`src/rtl/cam_match_if.sv`:
```
// cam_match_if: update, lookup-request and lookup-result handshakes of the CAM match engine
interface cam_match_if #(
    parameter int KEY_SIZE          = 8,
    parameter int VALUE_SIZE        = 32,
    parameter int UPDATE_USER_WIDTH = 4,
    parameter int LOOKUP_USER_WIDTH = 4
);
    logic [KEY_SIZE-1:0]          update_req_index;
    logic [VALUE_SIZE-1:0]        update_req_data;
    logic                         update_req_valid;
    logic                         update_req_ready;
    logic [UPDATE_USER_WIDTH-1:0] update_req_user;
    logic [KEY_SIZE-1:0]          lookup_req_index;
    logic                         lookup_req_valid;
    logic                         lookup_req_ready;
    logic [LOOKUP_USER_WIDTH-1:0] lookup_req_user;
    logic [VALUE_SIZE-1:0]        lookup_value_data;
    logic                         lookup_value_hit;
    logic                         lookup_value_valid;
    logic                         lookup_value_ready;
    logic [LOOKUP_USER_WIDTH-1:0] lookup_value_user;

    modport master (
        output update_req_index, update_req_data, update_req_valid, update_req_user,
        input  update_req_ready,
        output lookup_req_index, lookup_req_valid, lookup_req_user,
        input  lookup_req_ready,
        input  lookup_value_data, lookup_value_hit, lookup_value_valid, lookup_value_user,
        output lookup_value_ready
    );

    modport slave (
        input  update_req_index, update_req_data, update_req_valid, update_req_user,
        output update_req_ready,
        input  lookup_req_index, lookup_req_valid, lookup_req_user,
        output lookup_req_ready,
        output lookup_value_data, lookup_value_hit, lookup_value_valid, lookup_value_user,
        input  lookup_value_ready
    );
endinterface

```
`src/rtl/cam_match_engine.sv`:
```
// cam_match_engine: flop-based key/value table with single-cycle updates and a 2-stage lookup pipeline
module cam_match_engine #(
    parameter int TABLE_SIZE        = 16,
    parameter int KEY_SIZE          = 8,
    parameter int VALUE_SIZE        = 32,
    parameter int UPDATE_USER_WIDTH = 4,
    parameter int LOOKUP_USER_WIDTH = 4
) (
    input  logic                              clk,
    input  logic                              rst,
    cam_match_if.slave                        bus,
    output logic [$clog2(TABLE_SIZE+1)-1:0]   entry_count,
    output logic                              update_evict
);
    localparam int IW = $clog2(TABLE_SIZE);

    logic [TABLE_SIZE-1:0]        ent_valid;
    logic [KEY_SIZE-1:0]          ent_key [TABLE_SIZE];
    logic [VALUE_SIZE-1:0]        ent_val [TABLE_SIZE];
    logic [IW-1:0]                victim_ptr;
    logic [IW-1:0]                upd_idx;
    logic [IW-1:0]                free_idx;
    logic [IW-1:0]                sel_idx;
    logic                         upd_match;
    logic                         has_free;
    logic                         upd_ready;
    logic                         upd_fire;
    logic                         lk_hit;
    logic [VALUE_SIZE-1:0]        lk_data;
    logic                         lk_fire;
    logic                         stall;
    logic                         a_valid;
    logic [KEY_SIZE-1:0]          a_key;
    logic [LOOKUP_USER_WIDTH-1:0] a_user;
    logic                         out_valid;
    logic                         out_hit;
    logic [VALUE_SIZE-1:0]        out_data;
    logic [LOOKUP_USER_WIDTH-1:0] out_user;
    logic                         unused_update_user;

    assign unused_update_user = ^bus.update_req_user;

    // Descending scan so the lowest matching/free index wins
    always_comb begin
        upd_match = 1'b0;
        upd_idx   = '0;
        has_free  = 1'b0;
        free_idx  = '0;
        lk_hit    = 1'b0;
        lk_data   = '0;
        for (int i = TABLE_SIZE - 1; i >= 0; i--) begin
            if (!ent_valid[i]) begin
                has_free = 1'b1;
                free_idx = IW'(i);
            end
            if (ent_valid[i] && ent_key[i] == bus.update_req_index) begin
                upd_match = 1'b1;
                upd_idx   = IW'(i);
            end
            if (ent_valid[i] && ent_key[i] == a_key) begin
                lk_hit  = 1'b1;
                lk_data = ent_val[i];
            end
        end
    end

    assign sel_idx  = upd_match ? upd_idx : has_free ? free_idx : victim_ptr;
    assign upd_fire = bus.update_req_valid && upd_ready;
    assign stall    = out_valid && !bus.lookup_value_ready;
    assign lk_fire  = bus.lookup_req_valid && bus.lookup_req_ready;

    assign bus.update_req_ready   = upd_ready;
    assign bus.lookup_req_ready   = !rst && !(a_valid && stall);
    assign bus.lookup_value_valid = out_valid;
    assign bus.lookup_value_hit   = out_hit;
    assign bus.lookup_value_data  = out_data;
    assign bus.lookup_value_user  = out_user;

    always_ff @(posedge clk) begin
        if (upd_fire) begin
            ent_key[sel_idx] <= bus.update_req_index;
            ent_val[sel_idx] <= bus.update_req_data;
        end
    end

    always_ff @(posedge clk) begin
        if (rst) begin
            ent_valid    <= '0;
            victim_ptr   <= '0;
            entry_count  <= '0;
            update_evict <= 1'b0;
            upd_ready    <= 1'b0;
        end else begin
            upd_ready    <= 1'b1;
            update_evict <= upd_fire && !upd_match && !has_free;
            if (upd_fire) begin
                ent_valid[sel_idx] <= 1'b1;
                if (!upd_match && has_free)
                    entry_count <= entry_count + 1'b1;
                if (!upd_match && !has_free)
                    victim_ptr <= victim_ptr + 1'b1;
            end
        end
    end

    // The compare runs as A advances, so a lookup held in A sees updates made while stalled
    always_ff @(posedge clk) begin
        if (rst) begin
            a_valid   <= 1'b0;
            a_key     <= '0;
            a_user    <= '0;
            out_valid <= 1'b0;
            out_hit   <= 1'b0;
            out_data  <= '0;
            out_user  <= '0;
        end else begin
            if (!stall) begin
                out_valid <= a_valid;
                out_hit   <= a_valid && lk_hit;
                out_data  <= a_valid ? lk_data : '0;
                out_user  <= a_valid ? a_user : '0;
            end
            if (lk_fire) begin
                a_valid <= 1'b1;
                a_key   <= bus.lookup_req_index;
                a_user  <= bus.lookup_req_user;
            end else if (!stall) begin
                a_valid <= 1'b0;
            end
        end
    end
endmodule

```
`src/flat_wrapper.sv`:
```
// flat-port wrapper written by rule: the top's interface ports become plain ports
module cam_match_engine_flat 
#(
    parameter int TABLE_SIZE        = 16,
    parameter int KEY_SIZE          = 8,
    parameter int VALUE_SIZE        = 32,
    parameter int UPDATE_USER_WIDTH = 4,
    parameter int LOOKUP_USER_WIDTH = 4
)
  (clk, rst, entry_count, update_evict, bus_update_req_index, bus_update_req_data, bus_update_req_valid, bus_update_req_user, bus_update_req_ready, bus_lookup_req_index, bus_lookup_req_valid, bus_lookup_req_user, bus_lookup_req_ready, bus_lookup_value_data, bus_lookup_value_hit, bus_lookup_value_valid, bus_lookup_value_user, bus_lookup_value_ready);
  cam_match_if #(.KEY_SIZE(KEY_SIZE), .VALUE_SIZE(VALUE_SIZE), .UPDATE_USER_WIDTH(UPDATE_USER_WIDTH), .LOOKUP_USER_WIDTH(LOOKUP_USER_WIDTH)) bus_i ();
  input  logic clk;
  input  logic rst;
  output logic [$clog2(TABLE_SIZE+1)-1:0] entry_count;
  output logic update_evict;
  input wire logic [$bits(bus_i.update_req_index)-1:0] bus_update_req_index;
  input wire logic [$bits(bus_i.update_req_data)-1:0] bus_update_req_data;
  input wire logic [$bits(bus_i.update_req_valid)-1:0] bus_update_req_valid;
  input wire logic [$bits(bus_i.update_req_user)-1:0] bus_update_req_user;
  output wire logic [$bits(bus_i.update_req_ready)-1:0] bus_update_req_ready;
  input wire logic [$bits(bus_i.lookup_req_index)-1:0] bus_lookup_req_index;
  input wire logic [$bits(bus_i.lookup_req_valid)-1:0] bus_lookup_req_valid;
  input wire logic [$bits(bus_i.lookup_req_user)-1:0] bus_lookup_req_user;
  output wire logic [$bits(bus_i.lookup_req_ready)-1:0] bus_lookup_req_ready;
  output wire logic [$bits(bus_i.lookup_value_data)-1:0] bus_lookup_value_data;
  output wire logic [$bits(bus_i.lookup_value_hit)-1:0] bus_lookup_value_hit;
  output wire logic [$bits(bus_i.lookup_value_valid)-1:0] bus_lookup_value_valid;
  output wire logic [$bits(bus_i.lookup_value_user)-1:0] bus_lookup_value_user;
  input wire logic [$bits(bus_i.lookup_value_ready)-1:0] bus_lookup_value_ready;
  assign bus_i.update_req_index = bus_update_req_index;
  assign bus_i.update_req_data = bus_update_req_data;
  assign bus_i.update_req_valid = bus_update_req_valid;
  assign bus_i.update_req_user = bus_update_req_user;
  assign bus_update_req_ready = bus_i.update_req_ready;
  assign bus_i.lookup_req_index = bus_lookup_req_index;
  assign bus_i.lookup_req_valid = bus_lookup_req_valid;
  assign bus_i.lookup_req_user = bus_lookup_req_user;
  assign bus_lookup_req_ready = bus_i.lookup_req_ready;
  assign bus_lookup_value_data = bus_i.lookup_value_data;
  assign bus_lookup_value_hit = bus_i.lookup_value_hit;
  assign bus_lookup_value_valid = bus_i.lookup_value_valid;
  assign bus_lookup_value_user = bus_i.lookup_value_user;
  assign bus_i.lookup_value_ready = bus_lookup_value_ready;
  cam_match_engine #(.TABLE_SIZE(TABLE_SIZE), .KEY_SIZE(KEY_SIZE), .VALUE_SIZE(VALUE_SIZE), .UPDATE_USER_WIDTH(UPDATE_USER_WIDTH), .LOOKUP_USER_WIDTH(LOOKUP_USER_WIDTH)) u_core (.clk(clk), .rst(rst), .bus(bus_i), .entry_count(entry_count), .update_evict(update_evict));
endmodule
```
`config.mk`:
```
export PLATFORM = sky130hd
export DESIGN_NAME = cam_match_engine_flat
export DESIGN_NICKNAME = d
export VERILOG_FILES = /design/src/rtl/cam_match_if.sv /design/src/rtl/cam_match_engine.sv /design/src/flat_wrapper.sv
export SDC_FILE = /design/constraint.sdc
export NUM_CORES = 1
export LEC_CHECK = 0
export ABC_AREA = 0
export CAP_MARGIN = 10
export CELL_PAD_IN_SITES_DETAIL_PLACEMENT = 2
export CELL_PAD_IN_SITES_GLOBAL_PLACEMENT = 2
export CORE_AREA = 3 3 263 265
export CTS_CLUSTER_DIAMETER = 50
export CTS_CLUSTER_SIZE = 16
export DETAILED_ROUTE_END_ITERATION = 16
export DIE_AREA = 0 0 266 268
export DONT_BUFFER_PORTS = 1
export PLACE_DENSITY_LB_ADDON = 0.25
export SYNTH_ARGS = -nofsm -noshare
export SYNTH_HDL_FRONTEND = slang
export SYNTH_SLANG_ARGS = --single-unit
```
`constraint.sdc`:
```
create_clock -name clk -period 20.3 [get_ports clk]
set_clock_uncertainty 0.15 [all_clocks]
set_input_delay 4.06 -clock clk [delete_from_list [all_inputs] [get_ports clk]]
set_output_delay 4.06 -clock clk [all_outputs]
set_load 0.05 [all_outputs]
```
==> results.py <==
metrics = {
    "status": {
        "status": "finished clean",
    },
    "route": {
        "finalWirelength_mm": 110.2,
        "ant_nets": 0,
        "vias_per_cell": 6.513,
        "dr.max_layer_used": "met4",
        "drtIter0Drc": 1707,
        "drtPass1Iterations": 5,
        "vias": 20478,
        "dr_wl_met3_mm": 6.508,
        "drt-met1-wl_mm": 42.60,
        "met2_length_mm": 55.45,
        "drcViolationCount": 0,
        "routedWlPerCell_um": 35.04,
    },
    "synthesis": {
        "synth_top_family_by_area": "compound AO/OA/AOI/OAI gates",
        "ys_ff_latch": 718,
        "yosysTopAreaCell": "edfxtp_1",
        "synth_top_area_share": 0.6374,
        "synth_area_leaders": "edfxtp_1 64%, xnor2_1 6.9%, dfxtp_1 5.2%",
        "synth_cell_type_count": 74,
        "syn_area_per_cell_um2": 13.72,
        "synth-xor-area-share": 0.07635,
        "synthFlopType": "edfxtp_1",
        "yosys-mux-area-fraction": 0.0006639,
        "synth_edf_count": 640,
        "syn_nets": 2260,
        "synth_area_um2": 30150,
        "yosys.area_share.simple": 0.09511,
        "synth_compound_area_frac": 0.1102,
        "synth_seq_area_share": 0.6892,
        "syn_inst": 2197,
        "synthArstFlopShare": 0,
        "synth_warnings": 0,
        "synth_fa_ha_area_frac": 0.0008299,
    },
    "place": {
        "post_dp_cell_area_um2": 31130,
        "port_buffers": 0,
        "dp_slack_ns": 11.10,
        "routabilityCongestion": 0.8215,
        "place_hpwl_mm": 62.26,
    },
    "finish": {
        "area_growth_pct": 12.49,
        "layout.nets": 2269,
        "finish.utilization": 0.5060,
        "drive_above_1_share": 0.1180,
        "final_design_area_no_fill_um2": 33920,
        "n_antenna_cell": 0,
    },
    "timing": {
        "hold_viol_final": 0,
        "setup_viol_count_final": 0,
        "max_slew_margin": 0.1306,
        "report.final.slew_viol_count": 0,
        "fmax_mhz": 108.6,
        "finalSetupTns_ns": 0,
        "period_minus_slack_ns": 9.212,
        "rsz0062_at_grt": "false",
        "post-route-period-util": 0.4538,
        "setup_slack_ns": 11.09,
        "tightest_slew_ns": 1.300,
    },
    "critical_path": {
        "path_class": "input pin to output port",
        "r2r_start": "u_core.ent_key[11][3]",
        "endpoint_kind": "output port",
        "critical_path.startpoint_type": "input pin",
        "r2r-end": "u_core.ent_val[3][2]",
        "cp_cell_sequence": "nor2b_2 > a21oi_1",
        "startpoint": "bus_lookup_value_ready",
        "slowest_delay_ns": 0.91,
        "path_buf_inv": 0,
        "cp.depth": 2,
        "cp_slowest_cell": "a21oi_1",
        "r2r_cells": 11,
        "critPathArrivalTime_ns": 5.00,
        "r2r_slack_ns": 15.67,
        "cp.required_ns": 16.09,
        "critPathMaxFanout": 3,
        "crit_path_end": "bus_lookup_req_ready",
        "cp_top_family": "compound AO/OA/AOI/OAI gates",
    },
    "pwr": {
        "clkPwrFrac": 0.475,
        "switching_share": 0.2253,
        "internal_power_mw": 2.516,
        "p_sw_mw": 0.7320,
        "seqPwrFrac": 0.500,
        "vdd_drop_max_mv": 0.08792,
        "power.density_nw_per_um2": 95.76,
        "combPwrFrac": 0.025,
        "p_leak_nw": 10.57,
    },
    "cts": {
        "cts.sinks": 718,
        "cts_buffers": 78,
        "insertion_delay_ns": 0.64,
        "cts-root-buf": "clkbuf_16",
        "cts_tree": "yes",
        "htreeDepth": 3,
        "cts-resized-gates": 0,
        "clk_pin_slew_ns": 0.06,
        "cts_buffer_depth": 3,
        "cts_setup_buffers": 0,
        "ctsHoldBuffers": 0,
    },
    "floorplanning": {
        "initial_utilization": 0.4498,
        "die_h_um": 268,
        "rows": 95,
        "die_w_um": 266,
        "core_area_um2": 67040,
        "dieArea_um2": 71290,
        "ios": 107,
    },
    "job": {
        "maxCapViolations": 0,
    },
    "grt": {
        "overflow": 0,
        "antenna_found_initial": 0,
        "grt_util_all_layers": 0.3087,
        "grt_pass1_wl_mm": 159.0,
        "grt_max_degree": 55,
        "grt_pass1_vias": 22949,
    },
    "worst_hold_path": {
        "hold_class": "flip-flop to flip-flop",
    },
}
-- sequential cells by signal, indices dropped and copies added, names as in the netlist, 5 cells and up --
register,cells
u_core.ent_key,128
u_core.bus.lookup_value_data,32
u_core.ent_val,512
u_core.ent_valid,16
u_core.a_key,8
u_core.entry_count,5
-- per-stage QoR --
step	total power, mW	hold slack, ns	instances
2_1_floorplan	1.721	0.2846	2197
5_1_grt	3.329	0.3448	3144
6_report	3.248	0.3187	3144
4_1_cts	3.267	0.3208	3143
3_5_place_dp	1.736	0.3110	2998
3_3_place_gp	1.730	0.3022	2998
-- placed cells by master (no fill, tap or decap), types with 6 or more instances in the layout --
master     synthesis  routed
inv_8              0       7
nor2_4             0       7
xnor2_1          237     237
clkinv_2           0       6
o22ai_1           11      11
o211ai_1          11      11
clkbuf_16          0      80
a221o_1           29      29
o21a_1             7       7
dfxtp_1           78      78
a31oi_1            9       9
a211oi_1          29      29
o2111ai_1          8       8
clkbuf_1          79       7
o21ai_1           14      14
nor4_1            12      10
a21oi_1          103     103
inv_6              0      12
o2bb2ai_1          7       7
edfxtp_1         640     640
a311oi_1          18      18
clkinv_4           0       8
buf_4             10      61
nand2_1          184     184
bufinv_16          0       8
nor2_1           103      95
o221a_2           13      13
a211o_1           21      21
a22oi_1           23      23
or3_1             19      17
nand4_1           51      51
xor2_1            24      24
o21ai_0           70      70
nand3_1          116     116
nand2b_1           6       6
inv_1             21      19
nor3_1            54      40
nor3_2             4      14
o221ai_1          55      55
and3_1             8       8
-- kinds of logic after synthesis --
kind of cell | after synthesis
adders and majority gates | 2
muxes | 2
AOI/OAI and AO/OA | 468
DFF | 718
buffers and inverters | 154
xor gates and xnor gates | 262
and+or+nand+nor | 591
-- final cells by class --
class | count | area [um^2]
tap | 873 | 1092
fill | 6226 | 33120
sequential | 718 | 20780
multi-input combinational | 1325 | 8723
inverter | 21 | 78.83
timing repair buffer | 62 | 469.2
clock buffer | 92 | 2097
clock inverter | 53 | 679.4
-- synthesized netlist by cell type, drive strengths merged (18+ instances only) --
| library cell | number |
|---|---|
| a211o | 21 |
| o21ai | 84 |
| xnor2 | 238 |
| inv | 21 |
| a21oi | 103 |
| a221o | 29 |
| edfxtp | 640 |
| clkbuf | 79 |
| nand3 | 120 |
| nand4 | 53 |
| buf | 54 |
| nor2 | 103 |
| dfxtp | 78 |
| xor2 | 24 |
| a311oi | 18 |
| o221ai | 55 |
| nor3 | 59 |
| a211oi | 30 |
| nand2 | 185 |
| a22oi | 23 |
| or3 | 20 |
-- worst min path at each step --
stage,endpoint,start,cells past startpoint
2_1_floorplan,u_core.a_user[0],u_core.a_user[0],2
3_3_place_gp,u_core.bus.lookup_value_data[19],u_core.ent_val[0][19],1
4_1_cts,u_core.bus.lookup_value_data[18],u_core.ent_val[0][18],2
6_report,u_core.bus.lookup_value_data[18],u_core.ent_val[0][18],2
5_1_grt,u_core.bus.lookup_value_data[18],u_core.ent_val[0][18],2
3_5_place_dp,u_core.a_user[3],u_core.a_user[3],2
-- power by group through the flow --
stage	combinational [mW]	sequential [mW]	clock [mW]
floorplan	0.0671	1.65	0
global placement	0.0755	1.65	0
detailed placement	0.0806	1.65	0
CTS	0.0826	1.62	1.56
global route	0.0885	1.62	1.62
finish	0.0826	1.62	1.54
-- metal layers --
metal  vias to the layer above  track usage
li1                       8467            -
met1                     10825       0.3686
met2                       873       0.5406
met3                       313      0.05585
met4                         0       0.1538
met5                         -            0
No activity file was read; power rests on OpenSTA's default activity.
==> patch (config.mk and constraints unchanged) <==
`LOOKUP_USER_WIDTH` is set to 4 in 3 places; all go to 6.
--- a/src/rtl/cam_match_if.sv
+++ b/src/rtl/cam_match_if.sv
@@ -3,7 +3,7 @@
     parameter int KEY_SIZE          = 8,
     parameter int VALUE_SIZE        = 32,
     parameter int UPDATE_USER_WIDTH = 4,
-    parameter int LOOKUP_USER_WIDTH = 4
+    parameter int LOOKUP_USER_WIDTH = 6
 );
     logic [KEY_SIZE-1:0]          update_req_index;
     logic [VALUE_SIZE-1:0]        update_req_data;
--- a/src/rtl/cam_match_engine.sv
+++ b/src/rtl/cam_match_engine.sv
@@ -4,7 +4,7 @@
     parameter int KEY_SIZE          = 8,
     parameter int VALUE_SIZE        = 32,
     parameter int UPDATE_USER_WIDTH = 4,
-    parameter int LOOKUP_USER_WIDTH = 4
+    parameter int LOOKUP_USER_WIDTH = 6
 ) (
     input  logic                              clk,
     input  logic                              rst,
--- a/src/flat_wrapper.sv
+++ b/src/flat_wrapper.sv
@@ -5,7 +5,7 @@
     parameter int KEY_SIZE          = 8,
     parameter int VALUE_SIZE        = 32,
     parameter int UPDATE_USER_WIDTH = 4,
-    parameter int LOOKUP_USER_WIDTH = 4
+    parameter int LOOKUP_USER_WIDTH = 6
 )
   (clk, rst, entry_count, update_evict, bus_update_req_index, bus_update_req_data, bus_update_req_valid, bus_update_req_user, bus_update_req_ready, bus_lookup_req_index, bus_lookup_req_valid, bus_lookup_req_user, bus_lookup_req_ready, bus_lookup_value_data, bus_lookup_value_hit, bus_lookup_value_valid, bus_lookup_value_user, bus_lookup_value_ready);
   cam_match_if #(.KEY_SIZE(KEY_SIZE), .VALUE_SIZE(VALUE_SIZE), .UPDATE_USER_WIDTH(UPDATE_USER_WIDTH), .LOOKUP_USER_WIDTH(LOOKUP_USER_WIDTH)) bus_i ();
Ports: changed (resized bus_lookup_req_user and bus_lookup_value_user); port bits go from 107 to 111. No check against the original RTL was run, so the function may have changed too.
==> patch against the unedited design <==
Final area is 0.14% higher; sequential cell count rose by 4; total power is 2.2% higher; combinational power fell by 2%; routed wire length rose by 1.5%; setup slack lost 0.20 ns; register-to-register slack got worse by 0.53 ns; via count increased by 0.35%; area after synthesis decreased by 0.31%; critical endpoint unchanged; largest cell class unchanged; largest power group unchanged; highest routed layer is now met5.
==> patch: results (changes against the unedited design) <==
outcome: "complete, no violations"  # unchanged
synth_commonest_cells: "edfxtp_1 (640), xnor2_1 (209), nand2_1 (161), nor2_1 (142), o21ai_0 (98)"  # was edfxtp_1 (640), xnor2_1 (237), nand2_1 (184), nand3_1 (116)
synthCells: 2193  # was 2197
grt_usage_pct: 31.40  # was 30.87%
cpPeakStageDelay_ns: 0.58  # was 0.91 ns
drt_iter0_markers: 2131  # was 1707
dp_hpwl_mm: 61.70  # was 62.26 mm
setup_ws_ns: 10.89  # was 11.09 ns
post-place-cells: 2989  # was 2998
cts_buffers: 84  # was 78
p_leak_nw: 10.60  # was 10.57 nW
drive_above_1_share_pct: 11.48  # was 11.80%
routed_via_density: 6.530  # was 6.513
drt_first_pass_iters: 6  # was 5
hp-start: "u_core.a_user[2]$_SDFFE_PP0P_"  # was u_core.ent_val[0][18]$_DFFE_PP_
grt_max_degree: 63  # was 55
synth_area_leaders: "edfxtp_1 (64%), xnor2_1 (6.1%), dfxtp_1 (5.5%), nand2_1 (2.0%), nor2_1 (1.8%)"  # was edfxtp_1 (64%), xnor2_1 (6.9%), dfxtp_1 (5.2%), nand2_1 (2.3%), nand3_1 (1.9%)
cts.sinks: 722  # was 718
hold_slack_ns: 0.3182  # was 0.3187 ns
reg2reg_depth: 10  # was 11
syn_to_final_growth_pct: 13.00  # was 12.49%
post_drt_wl_per_cell_um: 35.54  # was 35.04 um
min_to: "u_core.a_user[2]$_SDFFE_PP0P_"  # was u_core.bus.lookup_value_data[18]$_SDFFE_PP0N_
synth_cell_type_count: 66  # was 74
cp_slowest_cell: "nor2b_1"  # was a21oi_1
grt_pass1_vias: 22960  # was 22950
worst_pin_slew_ns: 1.175  # was 1.300 ns
gp_congestion: 0.8150  # was 0.8215
r2r-start: "u_core.ent_key[8][3]$_DFFE_PP_"  # was u_core.ent_key[11][3]$_DFFE_PP_
cp_top_family: "simple AND/OR/NAND/NOR gates"  # was compound AO/OA/AOI/OAI gates
antenna_found_initial: 2  # was 0
[patch: layout make-up]
cell class	count	share of cell area, %
multi-input combinational	1314	25.25
timing repair buffer	57	1.271
inverter	24	0.2652
sequential	722	61.41
clock buffer	94	6.480
tap	873	3.216
clock inverter	63	2.103
[patch: cells by family after synthesis]
family / synth area share, %
buf+inv: 2.564
mux: 0.06660
compound gates: 11.65
xor+xnor: 7.605
fa+ha+maj: 0.08324
simple gates: 8.633
flops: 69.40
[patch: routing by layer]
layer / wire (um) / vias up / global-route usage [%]
met5: 13 / - / 0
met4: 5314 / 2 / 14.40
met3: 8736 / 278 / 7.233
met2: 55480 / 1009 / 53.59
met1: 42310 / 10820 / 38.18
li1: - / 8446 / -
[patch: report_power, final]
part	total (mW)	leakage, nW	internal, mW	switching (mW)
sequential	1.63	6.43	1.62	0.00818
clock	1.61	1.41	0.902	0.704
combinational	0.0809	2.76	0.0294	0.0515
